<file path="src/rtl/cic_dsm_decimator.sv">
// Hogenauer CIC decimator turning a 1-bit DSM stream (1 -> +1, 0 -> -1) back into
// signed PCM: pipelined integrators at the bit rate, decimate by 2^DECIM_LOG2, registered combs, scale/saturate.
module cic_dsm_decimator #(
  parameter int ORDER      = 3,
  parameter int DECIM_LOG2 = 6,
  parameter int OUT_WIDTH  = 16
) (
  input  logic                        clk,
  input  logic                        rst,
  input  logic                        in_en,
  input  logic                        dsm_in,
  output logic signed [OUT_WIDTH-1:0] out_data,
  output logic                        out_valid
);

  localparam int ACC_W = ORDER * DECIM_LOG2 + 2;
  localparam int S     = ORDER * DECIM_LOG2 + 1 - OUT_WIDTH;

  typedef logic signed [ACC_W-1:0] acc_t;

  localparam acc_t ACC_POS_ONE = acc_t'(1);
  localparam acc_t ACC_NEG_ONE = '1;
  localparam acc_t POS_FS      = acc_t'(1) <<< (OUT_WIDTH - 1);
  localparam logic signed [OUT_WIDTH-1:0] OUT_MAX = {1'b0, {(OUT_WIDTH-1){1'b1}}};

  if (ORDER < 1 || ORDER > 4) begin : g_bad_order
    $error("cic_dsm_decimator: ORDER must be in 1..4");
  end
  if (DECIM_LOG2 < 1 || DECIM_LOG2 > 10) begin : g_bad_decim
    $error("cic_dsm_decimator: DECIM_LOG2 must be in 1..10");
  end
  if (ORDER * DECIM_LOG2 + 1 < OUT_WIDTH) begin : g_bad_width
    $error("cic_dsm_decimator: OUT_WIDTH exceeds the CIC bit growth");
  end

  acc_t                  integ_q [ORDER];
  acc_t                  integ_d [ORDER];
  acc_t                  comb_x  [ORDER+1];
  logic                  comb_v  [ORDER+1];
  logic [DECIM_LOG2-1:0] cnt_reg;
  logic                  decim_event;
  acc_t                  step;
  acc_t                  cin_reg;
  logic                  cin_v_reg;
  acc_t                  shifted;
  logic signed [OUT_WIDTH-1:0] out_next;

  assign step        = dsm_in ? ACC_POS_ONE : ACC_NEG_ONE;
  assign decim_event = in_en && (cnt_reg == '1);

  // Each integrator adds the previous stage's registered value, so the chain is pipelined.
  for (genvar gi = 0; gi < ORDER; gi++) begin : g_integ
    acc_t integ_reg;
    acc_t addend;
    if (gi == 0) begin : g_first
      assign addend = step;
    end else begin : g_rest
      assign addend = integ_q[gi-1];
    end
    assign integ_d[gi] = integ_reg + addend;
    assign integ_q[gi] = integ_reg;
    always_ff @(posedge clk or posedge rst) begin
      if (rst) begin
        integ_reg <= '0;
      end else if (in_en) begin
        integ_reg <= integ_d[gi];
      end
    end
  end

  always_ff @(posedge clk or posedge rst) begin
    if (rst) begin
      cnt_reg <= '0;
    end else if (in_en) begin
      cnt_reg <= cnt_reg + DECIM_LOG2'(1);
    end
  end

  // Capture the post-update last integrator so the block sum includes the current bit.
  always_ff @(posedge clk or posedge rst) begin
    if (rst) begin
      cin_reg   <= '0;
      cin_v_reg <= 1'b0;
    end else begin
      cin_v_reg <= decim_event;
      if (decim_event) begin
        cin_reg <= integ_d[ORDER-1];
      end
    end
  end

  assign comb_x[0] = cin_reg;
  assign comb_v[0] = cin_v_reg;

  for (genvar gi = 0; gi < ORDER; gi++) begin : g_comb
    acc_t y_reg;
    acc_t dly_reg;
    logic v_reg;
    always_ff @(posedge clk or posedge rst) begin
      if (rst) begin
        y_reg   <= '0;
        dly_reg <= '0;
        v_reg   <= 1'b0;
      end else begin
        v_reg <= comb_v[gi];
        if (comb_v[gi]) begin
          y_reg   <= comb_x[gi] - dly_reg;
          dly_reg <= comb_x[gi];
        end
      end
    end
    assign comb_x[gi+1] = y_reg;
    assign comb_v[gi+1] = v_reg;
  end

  // Only +full-scale can overflow after the shift; -full-scale is representable.
  assign shifted  = comb_x[ORDER] >>> S;
  assign out_next = (shifted == POS_FS) ? OUT_MAX : shifted[OUT_WIDTH-1:0];

  always_ff @(posedge clk or posedge rst) begin
    if (rst) begin
      out_data  <= '0;
      out_valid <= 1'b0;
    end else begin
      out_valid <= comb_v[ORDER];
      if (comb_v[ORDER]) begin
        out_data <= out_next;
      end
    end
  end

endmodule

</file>
<file path="config.mk">
export PLATFORM = sky130hd
export DESIGN_NAME = cic_dsm_decimator
export DESIGN_NICKNAME = d
export VERILOG_FILES = /design/src/rtl/cic_dsm_decimator.sv
export SDC_FILE = /design/constraint.sdc
export NUM_CORES = 1
export LEC_CHECK = 0
export CORE_MARGIN = 8
export CORE_UTILIZATION = 31
export CTS_CLUSTER_DIAMETER = 200
export DETAILED_ROUTE_END_ITERATION = 10
export PLACE_DENSITY = 0.42
export SETUP_SLACK_MARGIN = 0.02
export SLEW_MARGIN = 30
export SYNTH_ARGS = -nofsm -noshare
export SYNTH_HDL_FRONTEND = slang
export SYNTH_SLANG_ARGS = --single-unit
</file>
<file path="constraint.sdc">
create_clock -name clk -period 11.59 [get_ports clk]
set_input_delay 1.159 -clock clk [delete_from_list [all_inputs] [get_ports clk]]
set_output_delay 1.159 -clock clk [all_outputs]
set_load 0.02 [all_outputs]
</file>
==> results.py, run 1 <==
metrics = {
    "sta": {
        "slew_violations": 0,
        "fin_crit_sh_pct": 34.2,
        "max_freq_mhz": 252,
        "slew_headroom_pct": 39.8,
        "setup_viol": 0,
        "final_hold_viol_count": 0,
        "grt_setup_unrepaired": "no",
        "skew_ns": 0.00602,
        "worst_pin_slew_ns": 0.903,
        "setup_tns_ns": 0,
        "period_needed_ns": 3.97,
    },
    "worst_setup_path": {
        "cp.arrival_ns": 4.40,
        "critPathLaunchType": "input pin",
        "critical_path_class": "input pin to flop",
        "r2r_setup_slack_ns": 8.48,
        "path_max_fanout": 21,
        "end_kind": "flop",
        "worst_ep_required_time_ns": 12.02,
    },
    "clocking": {
        "cts_tree": "done",
        "cts_buffers": 28,
        "htree_levels": 1,
        "clock-root-buffer": "clkbuf_16",
        "cts_sinks": 224,
        "clock_latency_ns": 0.54,
        "hold_buffers": 0,
        "cts-resized-gates": 0,
        "clk_pin_slew_ns": 0.06,
        "post_cts_buffers": 0,
        "clock_path_buffers": 3,
    },
    "logic_synthesis": {
        "ys_top_cells_by_area": "dfrtp_1 41%, ha_1 10%, mux2_2 6.5%",
        "synth_area_per_cell_um2": 9.57,
        "synth_nets": 1567,
        "yosys.area.top_type_share_pct": 40.6,
        "yosysMostFrequentCell": "dfrtp_1",
        "ys_top_cells_by_count": "224 x dfrtp_1, 143 x nand2_1, 116 x o21ai_0",
        "netlist_area_mm2": 0.0138,
        "async_reset_ff_share_pct": 100,
        "synth.largest_area_cell": "dfrtp_1",
        "synth_edf_count": 0,
        "synth-seq-cells": 224,
        "synth_cells": 1445,
        "yosys_warnings": 0,
        "ys_types": 75,
        "synth_ff_type": "dfrtp_1",
        "yosysSeqAreaShare_pct": 40.6,
    },
    "job": {
        "max_cap_violations": 0,
    },
    "pwr": {
        "p_seq_share_pct": 26.9,
        "switchingPower_mw": 1.66,
        "p_per_area_mw_per_mm2": 265,
        "total_power_mw": 4.10,
        "leakage_nw": 7.03,
        "p_int_mw": 2.43,
        "clockPowerShare_pct": 20.0,
        "p_comb_share_pct": 53.0,
        "sw_frac_of_total_pct": 40.6,
        "ir_worst_vdd_mv": 0.124,
    },
    "global_route": {
        "antenna_found_initial": 0,
        "grt_overflow": 0,
        "grt_pass1_vias": 10227,
        "grt_max_degree": 87,
        "grt_usage_pct": 12.0,
        "grt_first_pass_wirelength_um": 52300,
    },
    "floorplan": {
        "die_width_um": 227,
        "die_area_mm2": 0.0516,
        "coreArea_mm2": 0.0441,
        "core.rowCount": 77,
        "initial_core_util_pct": 31.3,
        "num_io_pins": 21,
        "die_h_um": 227,
    },
    "route": {
        "drc": 0,
        "routed_wl_um": 30400,
        "drtIter0Drc": 436,
        "vias": 10247,
        "routedWlPerCell_um": 14.8,
        "dr.pass1.iters": 5,
        "drtAntennaViolNets": 0,
        "route.detailed.vias_per_inst": 4.98,
    },
    "finish": {
        "fin_nets": 1572,
        "n_antenna_cell": 0,
        "layoutNonFillerInstCount": 2059,
        "syn2layout_area_growth_pct": 11.9,
        "design_area_mm2": 0.0155,
        "fill_cells": 4528,
        "utilization_pct": 35.1,
        "layout-drive-gt1-share_pct": 9.88,
    },
    "worst_hold_path": {
        "hp-class": "flop to flop",
    },
    "placement": {
        "dp_hpwl_um": 21600,
        "io_buffers": 20,
        "placed_area_mm2": 0.0146,
        "dp.cells": 2012,
        "place.gp.congestion": 0.830,
    },
    "outcome": {
        "status": "finished, final reports clean",
    },
}
## critical path, stage by stage
cell	delay, ns
clkdlybuf4s50_1	0.43
inv_1	0.60
ha_1	0.41
a211oi_1	0.43
o211ai_1	0.18
a41oi_1	0.42
nand2b_1	0.21
o221ai_1	0.13
xor2_1	0.16
mux2_2	0.26
## kinds of logic (layout without fill, tap and decap cells)
| family | Yosys count | in the layout | synth area share, % |
|---|---|---|---|
| XOR/XNOR | 84 | 84 | 5.32 |
| flip-flops | 224 | 224 | 40.6 |
| adder cells (fa/ha/maj) | 118 | 118 | 11.0 |
| AO/OA/AOI/OAI | 430 | 430 | 20.1 |
| AND/OR/NAND/NOR | 356 | 356 | 12.2 |
| buffers and inverters | 151 | 173 | 4.26 |
| multiplexers | 82 | 82 | 6.66 |
## path summary, 6_finish.rpt
kind,from,to,cells after the start
max,dsm_in,g_integ[0].integ_reg[14]$_DFFE_PP0P_,10
min,cnt_reg[5]$_DFFE_PP0P_,cnt_reg[5]$_DFFE_PP0P_,1
max reg2reg,g_integ[0].integ_reg[0]$_DFFE_PP0P_,g_integ[1].integ_reg[14]$_DFFE_PP0P_,9
min reg2reg,cnt_reg[5]$_DFFE_PP0P_,cnt_reg[5]$_DFFE_PP0P_,1
max in group asynchronous,rst,g_comb[2].dly_reg[16]$_DFFE_PP0P_,3
min in group asynchronous,rst,g_integ[2].integ_reg[7]$_DFFE_PP0P_,2
## per-layer routing
layer	up-vias	GRT usage (%)	share of wire (%)	routed length [um]
li1	5232	-	-	-
met1	4842	14.7	46	13900
met2	126	21.8	49	14800
met3	47	1.93	3.1	946
met4	0	3.15	2.5	770
met5	-	0	0	0
## placed cells by master, fill, tap and decap left out, drive strengths merged, types with 5 or more instances in the layout
| cell type | synthesis | final |
|---|---|---|
| a211oi | 19 | 19 |
| a21o | 43 | 43 |
| a21oi | 104 | 104 |
| a31oi | 10 | 10 |
| a41oi | 7 | 7 |
| and2 | 5 | 5 |
| and3 | 15 | 15 |
| buf | 9 | 8 |
| clkbuf | 42 | 46 |
| clkdlybuf4s50 | 0 | 19 |
| dfrtp | 224 | 224 |
| fa | 5 | 5 |
| ha | 113 | 113 |
| inv | 97 | 97 |
| mux2 | 80 | 80 |
| nand2 | 143 | 143 |
| nand2b | 14 | 14 |
| nand3 | 27 | 27 |
| nand4 | 14 | 14 |
| nor2 | 66 | 66 |
| nor2b | 10 | 10 |
| nor3 | 22 | 22 |
| nor4 | 7 | 7 |
| o2111ai | 5 | 5 |
| o211ai | 15 | 15 |
| o21a | 15 | 15 |
| o21ai | 120 | 120 |
| o21bai | 15 | 15 |
| o221ai | 6 | 6 |
| o22a | 15 | 15 |
| o311ai | 6 | 6 |
| o31ai | 13 | 13 |
| or2 | 5 | 5 |
| or3 | 11 | 11 |
| xnor2 | 57 | 57 |
| xor2 | 27 | 27 |
## power groups by stage
stage,clock network (mW),registers (mW),logic [mW]
final,0.821,1.10,2.17
after global routing,0.892,1.13,2.46
after CTS,0.862,1.11,2.19
after detailed placement,0,1.12,2.17
after global placement,0,1.12,2.16
after floorplan,0,1.07,1.75
## final cells by class
cell class | count | area [um^2] | area share, %
multi-input combinational | 1070 | 7640 | 49.3
sequential | 224 | 5610 | 36.2
clock buffer | 46 | 850 | 5.49
tap | 592 | 741 | 4.79
inverter | 99 | 379 | 2.45
timing repair buffer | 27 | 255 | 1.65
clock inverter | 1 | 5.00 | 0.0323
## per-stage QoR
step	hold WS (ns)	setup slack, ns
2_1_floorplan	0.352	4.30
3_3_place_gp	0.459	7.11
3_5_place_dp	0.462	7.05
4_1_cts	0.474	7.62
5_1_grt	0.488	7.35
6_report	0.467	7.62
No activity file was read; power rests on OpenSTA's default activity.
==> run 2, diff against run 1 <==
- clock period: 11.59 -> 3.7 ns (I/O delays scaled with it)
==> run 2 against run 1 <==
Compared with the run above: register-to-register slack worse by 7.9 ns; cell count up 0.63%; first-iteration DRC count down 16%; sequential power rose to 3.1 times the previous value; clock skew up 0.0042 ns; cell area up 1.7%; critical endpoint is now g_integ[1].integ_reg[14]$_DFFE_PP0P_; largest cell class unchanged; highest routed layer unchanged.
==> results.py, run 2 (synthesis gave the netlist of run 1 again) <==
metrics = {
    "outcome": {
        "status": "finished, final reports clean",
    },
    "sta": {
        "slew_headroom_pct": 37.9,
        "slew_violations": 0,
        "max_freq_mhz": 322,
        "final_hold_viol_count": 0,
        "worst_pin_slew_ns": 0.931,
        "worst_slack_ns": 0.593,
        "period_needed_ns": 3.11,
        "setup_tns_ns": 0,
        "skew_ns": 0.0103,
        "setup_viol": 0,
        "whs_ns": 0.146,
        "grt_setup_unrepaired": "no",
        "fin_crit_sh_pct": 84.0,
    },
    "worst_setup_path": {
        "critical_path_class": "flop to flop",
        "cp_slowest_cell": "a221oi_1",
        "max_stage_delay_ns": 0.50,
        "end_kind": "flop",
        "cp.arrival_ns": 3.53,
        "critPathLaunchType": "flop",
        "path_max_fanout": 5,
        "cp.buffers_inverters": 0,
        "path_delay_family": "compound AO/OA/AOI/OAI gates",
        "path_cells": "ha_1 -> fa_1 -> a21o_1 -> a221oi_1 -> a21oi_1 -> a211oi_1 -> o21bai_1 -> xor2_1 -> mux2_2",
        "worst_ep_required_time_ns": 4.13,
    },
    "global_route": {
        "grt_usage_pct": 12.0,
        "grt_first_pass_wirelength_um": 51700,
        "antenna_found_initial": 0,
        "grt_overflow": 0,
        "grt_max_degree": 74,
        "grt_pass1_vias": 10293,
    },
    "clocking": {
        "clock_latency_ns": 0.55,
        "hold_buffers": 0,
        "cts_tree": "done",
        "clock_path_buffers": 3,
        "clock-root-buffer": "clkbuf_16",
        "post_cts_buffers": 0,
        "cts_sinks": 224,
        "cts-resized-gates": 0,
        "cts_buffers": 28,
        "clk_pin_slew_ns": 0.06,
        "htree_levels": 1,
    },
    "finish": {
        "syn2layout_area_growth_pct": 13.9,
        "utilization_pct": 35.7,
        "final_common_cell": "dfrtp_1",
        "n_antenna_cell": 0,
        "fill_cells": 4599,
        "design_area_mm2": 0.0157,
        "layout-drive-gt1-share_pct": 11.0,
        "layoutNonFillerInstCount": 2072,
        "fin_nets": 1580,
        "final_cell_mix": "222 x dfrtp_1, 143 x nand2_1, 116 x o21ai_0",
    },
    "route": {
        "drc": 0,
        "dr.pass1.iters": 4,
        "drtIter0Drc": 367,
        "routed_wl_um": 30000,
        "drtAntennaViolNets": 0,
        "routedWlPerCell_um": 14.5,
        "route.detailed.vias_per_inst": 4.90,
        "vias": 10146,
    },
    "pwr": {
        "p_per_area_mw_per_mm2": 841,
        "total_power_mw": 13.2,
        "leakage_nw": 7.17,
        "ir_worst_vdd_mv": 0.433,
    },
    "placement": {
        "placed_area_mm2": 0.0147,
        "dp_hpwl_um": 21800,
        "place_ws_ns": 0.211,
        "place.gp.congestion": 0.747,
        "dp.cells": 2020,
        "io_buffers": 20,
    },
    "floorplan": {
        "coreArea_mm2": 0.0441,
        "core.rowCount": 77,
        "initial_core_util_pct": 31.3,
        "die_area_mm2": 0.0516,
        "die_h_um": 227,
        "num_io_pins": 21,
        "die_width_um": 227,
    },
    "job": {
        "max_cap_violations": 0,
    },
    "worst_hold_path": {
        "hp-class": "input pin to flop",
    },
}
run 2: cell types whose count changed in the layout (fill, tap and decap cells not counted):
cell / change
clkinvlp_4: +1
buf_12: +4
inv_8: -1
clkbuf_1: -5
buf_6: -2
clkbuf_8: +4
clkinv_2: +2
buf_4: +6
bufinv_16: +4
run 2: path summary, 6_finish.rpt:
check | cells past startpoint | slack, ns | start | endpoint
worst max-delay path | 9 | 0.59 | g_integ[0].integ_reg[0]$_DFFE_PP0P_ | g_integ[1].integ_reg[14]$_DFFE_PP0P_
worst min-delay path | 3 | 0.15 | in_en | cnt_reg[2]$_DFFE_PP0P_
worst max register to register | 9 | 0.59 | g_integ[0].integ_reg[0]$_DFFE_PP0P_ | g_integ[1].integ_reg[14]$_DFFE_PP0P_
worst min register to register | 1 | 0.47 | cnt_reg[5]$_DFFE_PP0P_ | cnt_reg[5]$_DFFE_PP0P_
max in group asynchronous | 3 | 2.64 | rst | cin_v_reg$_DFF_PP0_
min in group asynchronous | 2 | 0.26 | rst | g_comb[1].dly_reg[1]$_DFFE_PP0P_
run 2: layout make-up:
class                      count  area [um^2]  area share, %
clock buffer                  45          886           5.63
clock inverter                 7          135          0.859
inverter                      99          375           2.38
multi-input combinational   1070         7640           48.5
sequential                   224         5610           35.6
tap                          592          741           4.71
timing repair buffer          35          358           2.27
run 2: worst register-to-register path, cell delays in order (launching register included):
cell and delay, ns:
dfrtp_1 0.45, ha_1 0.26, fa_1 0.40, a21o_1 0.19, a221oi_1 0.50, a21oi_1 0.25
a211oi_1 0.40, o21bai_1 0.13, xor2_1 0.15, mux2_2 0.26
run 2: report_power, final:
| part | leakage [nW] | internal, mW | total [mW] | switching [mW] |
|---|---|---|---|---|
| logic | 3.70 | 3.13 | 6.82 | 3.69 |
| clock network | 0.505 | 1.90 | 2.96 | 1.05 |
| registers | 2.96 | 2.99 | 3.46 | 0.471 |
| total | 7.17 | 8.02 | 13.2 | 5.21 |
run 2: routing by layer:
layer / vias to the layer above / track usage [%] / share of wire (%)
li1: 5259 / - / -
met1: 4753 / 14.4 / 46
met2: 88 / 21.8 / 49
met3: 46 / 1.91 / 2.7
met4: 0 / 3.27 / 2.6
met5: - / 0 / 0
==> run 3, diff against run 2 <==
- clock period: 3.7 -> 2.9 ns (I/O delays scaled with it)
==> run 3 against run 2 <==
Compared with the run above: first-iteration DRC count up 24%; flip-flop and latch count unchanged; worst hold slack worse by 0.069 ns; wire length up 1.0%; cell count up 1.9%; non-clock buffer count up 42; via count up 2.2%; global-route usage up 0.18 points; core utilization up 0.49 points; clock power up 14%; critical path type unchanged; largest cell class unchanged.
==> results.py, run 3 (synthesis gave the netlist of run 1 again) <==
metrics = {
    "finish": {
        "fin_nets": 1622,
        "final_common_cell": "dfrtp_1",
        "utilization_pct": 36.2,
        "syn2layout_area_growth_pct": 15.4,
        "n_antenna_cell": 0,
        "layout-drive-gt1-share_pct": 13.8,
        "design_area_mm2": 0.0160,
        "final_cell_mix": "222 x dfrtp_1, 143 x nand2_1, 116 x o21ai_0",
    },
    "route": {
        "routed_wl_um": 30300,
        "vias": 10366,
        "route.detailed.vias_per_inst": 4.91,
        "dr.pass1.iters": 5,
        "drtIter0Drc": 455,
        "drc": 0,
        "routedWlPerCell_um": 14.4,
        "drtAntennaViolNets": 0,
    },
    "placement": {
        "dp_hpwl_um": 22100,
        "placed_area_mm2": 0.0150,
        "place_ws_ns": -0.275,
        "io_buffers": 20,
        "place.gp.congestion": 0.770,
    },
    "floorplan": {
        "core.rowCount": 77,
        "die_area_mm2": 0.0516,
        "die_h_um": 227,
        "num_io_pins": 21,
        "coreArea_mm2": 0.0441,
        "initial_core_util_pct": 31.3,
        "die_width_um": 227,
    },
    "clocking": {
        "clock_latency_ns": 0.56,
        "cts_buffers": 28,
        "cts_tree": "done",
        "clk_pin_slew_ns": 0.06,
        "cts_sinks": 224,
        "clock_path_buffers": 3,
        "htree_levels": 1,
        "clock-root-buffer": "clkbuf_16",
    },
    "pwr": {
        "total_power_mw": 17.0,
        "p_per_area_mw_per_mm2": 1060,
        "ir_worst_vdd_mv": 0.428,
        "leakage_nw": 7.32,
    },
    "sta": {
        "skew_ns": 0.0219,
        "max_freq_mhz": 369,
        "setup_tns_ns": 0,
        "period_needed_ns": 2.71,
        "worst_slack_ns": 0.192,
        "final_hold_viol_count": 0,
        "worst_pin_slew_ns": 0.657,
        "fin_crit_sh_pct": 93.4,
        "grt_setup_unrepaired": "no",
        "slew_violations": 0,
        "slew_headroom_pct": 56.2,
        "setup_viol": 0,
    },
    "global_route": {
        "grt_pass1_vias": 10599,
        "grt_overflow": 0,
        "grt_max_degree": 82,
        "grt_usage_pct": 12.1,
        "antenna_found_initial": 0,
        "grt_first_pass_wirelength_um": 52900,
    },
    "worst_setup_path": {
        "r2r_setup_slack_ns": 0.19,
        "path_max_fanout": 4,
        "cp.arrival_ns": 3.15,
        "end_kind": "flop",
        "worst_ep_required_time_ns": 3.35,
        "critPathLaunchType": "flop",
        "critical_path_class": "flop to flop",
    },
    "job": {
        "max_cap_violations": 0,
    },
    "worst_hold_path": {
        "hp-class": "input pin to asynchronous set/reset pin",
    },
    "outcome": {
        "status": "finished, final reports clean",
    },
}
run 3: worst paths after layout:
check                                                     start                              endpoint  depth (start not counted)
setup / recovery                 g_comb[0].y_reg[7]$_DFFE_PP0P_       g_comb[1].y_reg[16]$_DFFE_PP0P_                          8
hold / removal                                              rst        g_comb[1].y_reg[3]$_DFFE_PP0P_                          2
setup reg to reg                 g_comb[0].y_reg[7]$_DFFE_PP0P_       g_comb[1].y_reg[16]$_DFFE_PP0P_                          8
hold reg to reg            g_integ[2].integ_reg[19]$_DFFE_PP0P_  g_integ[2].integ_reg[19]$_DFFE_PP0P_                          1
max in group asynchronous                                   rst                   cin_v_reg$_DFF_PP0_                          3
min in group clk                                          in_en                cnt_reg[4]$_DFFE_PP0P_                          3
run 3: critical path, stage by stage, from the launching register on:
cell and delay, ns:
dfrtp_1 0.40, ha_1 0.36, a21o_1 0.20, or3_1 0.33
o211ai_1 0.32, nand2_1 0.19, a221oi_1 0.39, xnor2_1 0.13
mux2_2 0.27
run 3: per-layer routing:
layer / track usage (%) / vias to the layer above / wire length, um
met1: 14.9 / 4906 / 13600
met2: 21.7 / 84 / 15000
met3: 1.96 / 51 / 829
met5: 0 / - / 0
li1: - / 5325 / -
met4: 3.50 / 0 / 808
run 3: through the flow:
stage / hold WS (ns) / std cells
after global placement: 0.461 / 2061
after floorplan: 0.352 / 1445
after CTS: 0.0578 / 2110
final: 0.0765 / 2111
after global routing: 0.0796 / 2111
after detailed placement: 0.463 / 2061
run 3: power breakdown:
| group | internal [mW] | switching (mW) |
|---|---|---|
| clock | 2.03 | 1.34 |
| combinational | 4.35 | 4.85 |
| sequential | 3.81 | 0.570 |
| total | 10.2 | 6.76 |
run 3: final cells by class:
type	instances	area (um^2)
clock buffer	42	823
clock inverter	7	71.3
fill	4555	28200
inverter	99	375
multi-input combinational	1070	7670
sequential	224	5610
tap	592	741
timing repair buffer	77	661
run 3: repair_timing:
| item | 4_1_cts | 5_1_grt |
|---|---|---|
| setup buffers | 0 | 1 |
| hold buffers | 0 | 0 |
| resized for setup | 0 | 9 |
| hold endpoints to repair | 0 | 0 |
| setup endpoints to repair | 0 | 17 |
